`src/rtl/clk_div_pkg.sv`:
```
// clk_div_pkg: shared FSM state type and default constants for the multi-channel clock divider.
package clk_div_pkg;
    typedef enum logic [1:0] {IDLE, RUN, SYNC} state_t;
    localparam int CNT_W       = 9;
    localparam int DEFAULT_DIV = 127;
endpackage

```
`src/rtl/clk_div_channel.sv`:
```
// clk_div_channel: one divided-clock channel (half-period counter, toggle flop, tick strobe).
module clk_div_channel import clk_div_pkg::*; #(
    parameter int CNT_W       = clk_div_pkg::CNT_W,
    parameter int DEFAULT_DIV = clk_div_pkg::DEFAULT_DIV,
    parameter int RST_PHASE   = 0,
    parameter bit INIT_LEVEL  = 1'b0
) (
    input  logic             clk,
    input  logic             reset,
    input  logic             run,
    input  logic             sync,
    input  logic [CNT_W-1:0] div_shadow,
    input  logic [CNT_W-1:0] phase_shadow,
    output logic             out_clk,
    output logic             tick
);
    logic [CNT_W-1:0] active_div;
    logic [CNT_W-1:0] cnt;

    always_ff @(posedge clk or posedge reset) begin
        if (reset) begin
            active_div <= CNT_W'(DEFAULT_DIV);
            cnt        <= CNT_W'(RST_PHASE);
            out_clk    <= INIT_LEVEL;
            tick       <= 1'b0;
        end else if (sync) begin
            active_div <= div_shadow;
            cnt        <= (phase_shadow > div_shadow) ? div_shadow : phase_shadow;
            out_clk    <= INIT_LEVEL;
            tick       <= 1'b0;
        end else if (run) begin
            // >= rather than == so a counter can never run past its divide value
            if (cnt >= active_div) begin
                cnt     <= '0;
                out_clk <= ~out_clk;
                tick    <= 1'b1;
            end else begin
                cnt  <= cnt + 1'b1;
                tick <= 1'b0;
            end
        end else begin
            tick <= 1'b0;
        end
    end
endmodule

```
`src/rtl/multi_clock_divider.sv`:
```
// multi_clock_divider: NUM_CH independent clock dividers sharing one load/resync FSM
// with shadowed divide and phase settings applied together in a single SYNC cycle.
module multi_clock_divider #(
    parameter int                NUM_CH      = 2,
    parameter int                CNT_W       = clk_div_pkg::CNT_W,
    parameter int                DEFAULT_DIV = clk_div_pkg::DEFAULT_DIV,
    parameter logic [NUM_CH-1:0] INIT_LEVEL  = {NUM_CH{1'b0}}
) (
    input  logic                    clk,
    input  logic                    reset,
    input  logic                    enabled,
    input  logic                    load_valid,
    output logic                    load_ready,
    input  logic [NUM_CH*CNT_W-1:0] div_value,
    input  logic [NUM_CH*CNT_W-1:0] phase_offset,
    output logic [NUM_CH-1:0]       out_clk,
    output logic [NUM_CH-1:0]       tick
);
    import clk_div_pkg::*;

    state_t                  state;
    state_t                  next_state;
    logic                    accept;
    logic                    run;
    logic                    sync;
    logic [NUM_CH*CNT_W-1:0] shadow_div;
    logic [NUM_CH*CNT_W-1:0] shadow_phase;

    assign accept = load_valid && load_ready;
    assign run    = (state == RUN) && enabled;
    assign sync   = (state == SYNC);

    always_comb begin
        next_state = sync ? (enabled ? RUN : IDLE) : accept ? SYNC : (enabled ? RUN : IDLE);
    end

    // load_ready is registered from next_state so it tracks the state and stays low in reset
    always_ff @(posedge clk or posedge reset) begin
        if (reset) begin
            state        <= IDLE;
            load_ready   <= 1'b0;
            shadow_div   <= {NUM_CH{CNT_W'(DEFAULT_DIV)}};
            shadow_phase <= '0;
        end else begin
            state      <= next_state;
            load_ready <= (next_state != SYNC);
            if (accept) begin
                shadow_div   <= div_value;
                shadow_phase <= phase_offset;
            end
        end
    end

    for (genvar i = 0; i < NUM_CH; i++) begin : g_ch
        clk_div_channel #(
            .CNT_W      (CNT_W),
            .DEFAULT_DIV(DEFAULT_DIV),
            .RST_PHASE  ((i * (DEFAULT_DIV + 1)) / NUM_CH),
            .INIT_LEVEL (INIT_LEVEL[i])
        ) u_ch (
            .clk         (clk),
            .reset       (reset),
            .run         (run),
            .sync        (sync),
            .div_shadow  (shadow_div[i*CNT_W +: CNT_W]),
            .phase_shadow(shadow_phase[i*CNT_W +: CNT_W]),
            .out_clk     (out_clk[i]),
            .tick        (tick[i])
        );
    end
endmodule

```
`config.mk`:
```
export PLATFORM = sky130hd
export DESIGN_NAME = multi_clock_divider
export DESIGN_NICKNAME = d
export VERILOG_FILES = /design/src/rtl/clk_div_pkg.sv /design/src/rtl/clk_div_channel.sv /design/src/rtl/multi_clock_divider.sv
export SDC_FILE = /design/constraint.sdc
export NUM_CORES = 1
export LEC_CHECK = 0
export ABC_CLOCK_PERIOD_IN_PS = 2900
export CORE_AREA = 5 5 90 92
export DETAILED_ROUTE_END_ITERATION = 10
export DIE_AREA = 0 0 95 97
export DONT_BUFFER_PORTS = 1
export PLACE_DENSITY = 0.8
export SETUP_SLACK_MARGIN = 0.15
export SLEW_MARGIN = 15
export SYNTH_ARGS = -nofsm -noshare
export SYNTH_HDL_FRONTEND = slang
export SYNTH_HIERARCHICAL = 1
export SYNTH_SLANG_ARGS = --single-unit
```
`constraint.sdc`:
```
create_clock -name clk -period 2.9 [get_ports clk]
set_input_delay 0.725 -clock clk [delete_from_list [all_inputs] [get_ports clk]]
set_output_delay 0.725 -clock clk [all_outputs]
set_load 0.01 [all_outputs]
```
==> results.cfg, run 1 <==
[logic_synthesis]
combinational_family_with_the_most_area_after_synthesis = multiplexers
mappedNetlistNets = 496
ys.flop_type = sky130_fd_sc_hd__dfrtp_1
adder_cell_share_of_the_synthesized_area = 0.107
synth_enable_flop_cells = 0
ys_async_sr_fraction = 1.00
yosys_register_bits = 79
synth_cell_types = 36
synth_compound_area_frac = 0.138
synth.cell_area_sq_um = 4450
syn_avg_cell_area_sq_um = 10.7
yosysWarnings = 6
yosysTopAreaCellShare = 0.281
synth_sequential_area_ratio = 0.452
post_synth_mux_area_share = 0.147
synth_cells = 418
largest_area_contributor_in_the_synthesized_netlist = sky130_fd_sc_hd__dfrtp_1
synthXorXnorAreaFrac = 0.00393
post_synth_simple_gate_area = 0.0969
synth_area_leaders = sky130_fd_sc_hd__dfrtp_1 28%, sky130_fd_sc_hd__dfstp_2 17%, sky130_fd_sc_hd__ha_1 11%, sky130_fd_sc_hd__mux2_2 7.8%, sky130_fd_sc_hd__mux2i_1 4.5%

[layout]
layout_commonest_cell = sky130_fd_sc_hd__dfrtp_1
multi_input_comb_area_sq_um = 2210
final_cell_mix = 50 x sky130_fd_sc_hd__dfrtp_1, 47 x sky130_fd_sc_hd__inv_1, 38 x sky130_fd_sc_hd__ha_1
layout-area-overhead-vs-synth_pct = 7.33
layout.core_utilization = 0.670
layout-drive-gt1-share = 0.224
diodes = 0
regArea_sq_um = 2010
n_fill_cell = 542
design.final.nets = 497

[power]
power.density_nw_per_um2 = 899
net-switching-power_mw = 1.58
combPwrFrac = 0.370
power.clock.fraction = 0.209
power.static_leakage_nw = 2.17
internal-power_mw = 2.71
power_switching_share = 0.369
p_seq_frac = 0.421
power.ir.vdd_worst_v = 0.000454

[floorplanning]
core-area_sq_um = 7140
floorplan.io_pins = 45
placement_rows = 31
chipHeight_um = 97
die_width_um = 95
dieArea_sq_um = 9220
initial_utilization = 0.624

[detailed_routing]
drt-pass1-iter-count = 5
dr_total_vias = 3150
drt_first_iter_violations = 352
wl_per_cell_um = 17.8
postRouteWirelength_um = 9320
routed_via_density = 6.02
post_detailed_route_drc_marker_count = 0
ant_nets = 0

[critical_path]
path_class = reg -> reg
reg2reg_slack_ps = 350
crit_path_start = shadow_div[2]$_DFFE_PP1P_
startpoint_type = flop
worstPathArrival_ps = 2770
reg2regPathDepth = 8
reg2reg_to = g_ch[0].u_ch/cnt[7]$_DFFE_PP0P_
crit-reg2reg-launch = shadow_div[2]$_DFFE_PP1P_
crit_fanout = 9
worstPathRequired_ps = 3120
worstSetupEndpointType = flop

[clock_network]
clock_path_buffers = 2
cts_buffers = 9
clkLatencyLatePin_ps = 350
cts_tree = yes
clock-sinks = 79
cts_root_buffer = sky130_fd_sc_hd__clkbuf_8
cts_htree_levels = 3
postCtsSetupRepairBufs = 0
path_clk_slew_ps = 80

[grt]
grt_antenna_before_repair = 0
first_pass_grt_wire_length_um = 15700
globalRouteTotalUtil = 0.216
grt_most_used_layer = met1
grt_start_max_net_pins = 40
met1_usage = 0.316
vias_in_the_first_global_route = 3158
gr-usage-met2 = 0.305
grt-ovfl-total = 0
grt_util_met3 = 0.0621

[sta]
fin_worst_hold_slack_ps = 377
setup_tns_ps = 0
min_period_ps = 2550
finalCritPeriodShare = 0.880
timing.final.max_slew_violations = 0
max_freq_ghz = 0.392
tightestPinTransition_ps = 780
grt_setup_unrepaired = false
final_hold_viol_count = 0
finalSetupViolCount = 0
finClkSkew_ps = 10.0
slew-limit-headroom = 0.479

[placement]
place.gp.congestion = 0.842
io_buffer_count = 0
place_hpwl_um = 6780

[outcome]
outcome = completed

[job]
drv_cap = 0

[min_path]
min_path_type = in -> async
layout make-up:
cell class / count / share of cell area
clock buffers: 13 / 0.0311
clock inverters: 3 / 0.0141
inverters: 47 / 0.0369
multi-input cells: 278 / 0.462
flip-flops and latches: 79 / 0.421
well taps: 99 / 0.0259
repair buffers: 4 / 0.00890
synth_stat cells (4+ instances only):
| cell | instances |
|---|---|
| sky130_fd_sc_hd__mux2_2 | 31 |
| sky130_fd_sc_hd__and3_1 | 6 |
| sky130_fd_sc_hd__mux2i_1 | 20 |
| sky130_fd_sc_hd__nor2b_1 | 5 |
| sky130_fd_sc_hd__nand2_1 | 29 |
| sky130_fd_sc_hd__mux2_4 | 7 |
| sky130_fd_sc_hd__o31ai_1 | 8 |
| sky130_fd_sc_hd__nand3_1 | 4 |
| sky130_fd_sc_hd__dfrtp_1 | 50 |
| sky130_fd_sc_hd__nor2_1 | 19 |
| sky130_fd_sc_hd__nor3_1 | 10 |
| sky130_fd_sc_hd__clkbuf_1 | 6 |
| sky130_fd_sc_hd__a221oi_1 | 12 |
| sky130_fd_sc_hd__inv_1 | 47 |
| sky130_fd_sc_hd__dfstp_2 | 29 |
| sky130_fd_sc_hd__a21oi_1 | 28 |
| sky130_fd_sc_hd__ha_1 | 38 |
| sky130_fd_sc_hd__nand4_1 | 6 |
| sky130_fd_sc_hd__a22oi_1 | 6 |
| sky130_fd_sc_hd__o21ai_0 | 26 |
| sky130_fd_sc_hd__buf_2 | 4 |
worst max path at each step:
stage,endpoint,slack (ps),cells past startpoint
2_1_floorplan,g_ch[0].u_ch/cnt[5]$_DFFE_PP0P_,860,9
3_3_place_gp,g_ch[1].u_ch/cnt[6]$_DFFE_PP1P_,320,8
3_5_place_dp,g_ch[0].u_ch/cnt[7]$_DFFE_PP0P_,180,8
4_1_cts,g_ch[0].u_ch/cnt[1]$_DFFE_PP0P_,170,8
5_1_grt,g_ch[0].u_ch/cnt[7]$_DFFE_PP0P_,200,8
6_report,g_ch[0].u_ch/cnt[7]$_DFFE_PP0P_,350,8
through the flow:
step	instances	total power, mW	instance area (sq um)	setup slack (ps)
finish	523	4.30	4780	349
global route	523	4.63	4780	199
CTS	523	4.29	4770	170
detailed placement	507	3.37	4560	180
global placement	507	3.28	4560	316
floorplan	418	2.99	4450	860
layer usage:
layer,vias up,routed length [um]
met1,1529,4390
met4,0,113
li1,1496,-
met2,114,4230
met3,11,594
met5,-,0
power groups by stage:
| stage | combinational [mW] | sequential [mW] | clock (mW) |
|---|---|---|---|
| 2_1_floorplan | 1.29 | 1.70 | 0 |
| 3_3_place_gp | 1.48 | 1.80 | 0 |
| 3_5_place_dp | 1.55 | 1.82 | 0 |
| 4_1_cts | 1.57 | 1.80 | 0.919 |
| 5_1_grt | 1.81 | 1.85 | 0.970 |
| 6_report | 1.59 | 1.81 | 0.898 |
registers in the layout, indices dropped and copies added (netlist names):
| name | count |
|---|---|
| g_ch.u_ch/active_div | 18 |
| g_ch.u_ch/tick | 2 |
| load_ready | 1 |
| g_ch.u_ch/out_clk | 2 |
| shadow_phase | 18 |
| state | 2 |
| shadow_div | 18 |
| g_ch.u_ch/cnt | 18 |
repair_timing:
action	in CTS	in global routing
setup endpoints to repair	0	18
gates resized for setup	0	3
hold buffers	0	0
worst max-delay path, cell delays in order, from the launching register on:
cell and delay [ps]:
sky130_fd_sc_hd__dfstp_2 580, sky130_fd_sc_hd__inv_1 60, sky130_fd_sc_hd__ha_1 310, sky130_fd_sc_hd__a21oi_1 140, sky130_fd_sc_hd__o21ai_0 120, sky130_fd_sc_hd__a2111oi_1 610
sky130_fd_sc_hd__a21oi_2 250, sky130_fd_sc_hd__mux2i_1 270, sky130_fd_sc_hd__a22oi_1 100
logic make-up after synthesis:
| logic type | Yosys count |
|---|---|
| XOR/XNOR | 2 |
| flip-flops | 79 |
| AO/OA/AOI/OAI | 95 |
| AND/OR/NAND/NOR | 85 |
| adder cells (fa/ha/maj) | 38 |
| multiplexers | 58 |
| buffers and inverters | 61 |
Power figures use the tool's default switching activity.
==> inputs of run 2 (changes only) <==
--- a/config.mk
+++ b/config.mk
@@ -6,11 +6,14 @@
 export NUM_CORES = 1
 export LEC_CHECK = 0
 export ABC_CLOCK_PERIOD_IN_PS = 2900
-export CORE_AREA = 5 5 90 92
+export CELL_PAD_IN_SITES_DETAIL_PLACEMENT = 1
+export CELL_PAD_IN_SITES_GLOBAL_PLACEMENT = 2
+export CORE_AREA = 5 5 109 111
 export DETAILED_ROUTE_END_ITERATION = 10
-export DIE_AREA = 0 0 95 97
+export DIE_AREA = 0 0 114 116
 export DONT_BUFFER_PORTS = 1
-export PLACE_DENSITY = 0.8
+export PLACE_DENSITY = 0.81
+export RECOVER_POWER = 100
 export SETUP_SLACK_MARGIN = 0.15
 export SLEW_MARGIN = 15
 export SYNTH_ARGS = -nofsm -noshare
==> run 2 against run 1 <==
Against the previous run: first-iteration DRC count fell by 70%; setup slack got worse by 120 ps; cell area down 0.92%; the run now ends with capacitance limit, slew limit left; die area grew 44%; critical path type unchanged; utilization decreased by 23 points; clock-buffer cell count is 1 lower; sequential power about the same; sequential share of layout area increased by 0.39 points.
==> results.cfg, run 2 (same netlist as run 1, synthesis figures left out) <==
[outcome]
outcome = complete, but fails checks
failed_checks = capacitance limit, slew limit

[detailed_routing]
postRouteWirelength_um = 10300
dr_total_vias = 3089
routed_via_density = 5.47
ant_nets = 0
drt_first_iter_violations = 107
post_detailed_route_drc_marker_count = 0
drt-pass1-iter-count = 4
wl_per_cell_um = 18.3

[placement]
io_buffer_count = 0
place.gp.congestion = 0.778
place_hpwl_um = 7570
preCtsSetupSlack_ps = 30.8

[floorplanning]
core-area_sq_um = 10700
chipHeight_um = 116
dieArea_sq_um = 13200
die_width_um = 114
floorplan.io_pins = 45
placement_rows = 38
initial_utilization = 0.416

[critical_path]
crit_fanout = 9
startpoint_type = flop
worstPathRequired_ps = 3070
worstSetupEndpointType = flop
timing.critical_path.cells = inv_1, ha_1, nand2_1, o21ai_0, a2111oi_1, a21oi_2, mux2i_1, a21oi_1
reg2reg_slack_ps = 230
path_class = reg -> reg
crit-reg2reg-launch = shadow_div[13]$_DFFE_PP1P_
reg2regPathDepth = 8
crit_slowest_cell = sky130_fd_sc_hd__dfstp_2
worstPathArrival_ps = 2840
cpPeakStageDelay_ps = 570
reg2reg_to = g_ch[1].u_ch/cnt[3]$_DFFE_PP0P_

[sta]
grt_setup_unrepaired = false
finalSetupViolCount = 0
setup_tns_ps = 0
finalCritPeriodShare = 0.922
finClkSkew_ps = 6.33
timing.final.max_slew_violations = 40
slew-limit-headroom = -0.335
final_hold_viol_count = 0
max_freq_ghz = 0.374
min_period_ps = 2670
tightestPinTransition_ps = 2000
worst_slack_ps = 225

[clock_network]
cts_buffers = 9
clock_path_buffers = 2
clkLatencyLatePin_ps = 350
postCtsSetupRepairBufs = 0
hold_buffers = 0
path_clk_slew_ps = 80
clock-sinks = 79
cts_htree_levels = 3
cts_tree = yes
cts_root_buffer = sky130_fd_sc_hd__clkbuf_8

[power]
net-switching-power_mw = 1.60
p_seq_frac = 0.429
power.static_leakage_nw = 2.12
power.density_nw_per_um2 = 885
combPwrFrac = 0.375
power.clock.fraction = 0.196
power.ir.vdd_worst_v = 0.000390
internal-power_mw = 2.59
finalPower_mw = 4.19
power_switching_share = 0.382

[min_path]
min_path_type = in -> async

[grt]
grt_start_max_net_pins = 75
grt-ovfl-total = 0
vias_in_the_first_global_route = 3289
first_pass_grt_wire_length_um = 17200
grt_antenna_before_repair = 0
globalRouteTotalUtil = 0.165

[layout]
diodes = 0
final_cell_mix = 50 x sky130_fd_sc_hd__dfrtp_1, 47 x sky130_fd_sc_hd__inv_1, 38 x sky130_fd_sc_hd__ha_1
layout.core_utilization = 0.443
layout-drive-gt1-share = 0.195
layout-area-overhead-vs-synth_pct = 6.35
layout_commonest_cell = sky130_fd_sc_hd__dfrtp_1
design.final.nets = 498

[job]
drv_cap = 1
[run 2: cell count changes in the layout (fill, tap and decap cells not counted), moves of 2 or more]
cell	before	now
sky130_fd_sc_hd__o2bb2ai_2	2	0
sky130_fd_sc_hd__o2bb2ai_1	0	2
sky130_fd_sc_hd__mux2_1	0	7
sky130_fd_sc_hd__mux2_4	7	0
sky130_fd_sc_hd__clkinv_2	0	3
[run 2: cell type report]
class,count,area [sq um]
clock buffers,12,145
clock inverters,4,45.0
fillers,1177,5960
inverters,47,176
multi-input cells,278,2150
flip-flops and latches,79,2010
well taps,140,175
repair buffers,5,27.5
[run 2: through the flow]
stage                     hold slack (ps)  std cells  cell area [sq um]
after global routing                  451        565               4740
after floorplan                       465        418               4450
after CTS                             382        565               4820
after global placement                480        549               4630
final                                 389        565               4740
after detailed placement              484        549               4630
[run 2: worst max-delay path by stage]
stage                                       to  slack (ps)                  startpoint  depth (start not counted)
6_report       g_ch[1].u_ch/cnt[3]$_DFFE_PP0P_         230  shadow_div[13]$_DFFE_PP1P_                          8
5_1_grt        g_ch[1].u_ch/cnt[4]$_DFFE_PP0P_          70  shadow_div[13]$_DFFE_PP1P_                          8
4_1_cts        g_ch[1].u_ch/cnt[4]$_DFFE_PP0P_         310  shadow_div[13]$_DFFE_PP1P_                          8
3_3_place_gp   g_ch[1].u_ch/cnt[4]$_DFFE_PP0P_         170  shadow_div[13]$_DFFE_PP1P_                          8
2_1_floorplan  g_ch[0].u_ch/cnt[5]$_DFFE_PP0P_         860   shadow_div[4]$_DFFE_PP1P_                          9
3_5_place_dp   g_ch[1].u_ch/cnt[4]$_DFFE_PP0P_          30  shadow_div[13]$_DFFE_PP1P_                          8
[run 2: routing by layer]
| layer | GRT usage | vias up | wire length [um] |
|---|---|---|---|
| met4 | 0.0530 | 0 | 140 |
| met1 | 0.242 | 1540 | 5430 |
| met2 | 0.245 | 38 | 4490 |
| met5 | 0 | - | 0 |
| met3 | 0.0334 | 12 | 256 |
| li1 | - | 1499 | - |
[run 2: power by group through the flow]
| stage | combinational (mW) | sequential [mW] | clock [mW] |
|---|---|---|---|
| after global routing | 1.81 | 1.85 | 0.902 |
| after CTS | 1.64 | 1.80 | 0.849 |
| after detailed placement | 1.61 | 1.82 | 0 |
| after global placement | 1.55 | 1.81 | 0 |
| final | 1.57 | 1.80 | 0.821 |
| after floorplan | 1.29 | 1.70 | 0 |
[run 2: what timing repair did]
item,in CTS,in global routing
hold endpoints to repair,0,0
cloned,0,0
setup endpoints to repair,16,1
gates resized for setup,2,1
[run 2: critical path: cells and delay by family (launching register included)]
kind	cells	cell delay, ps
flip-flops	1	570
AO/OA/AOI/OAI	4	1130
buffers and inverters	1	50
adder cells (fa/ha/maj)	1	310
AND/OR/NAND/NOR	1	60
multiplexers	1	370
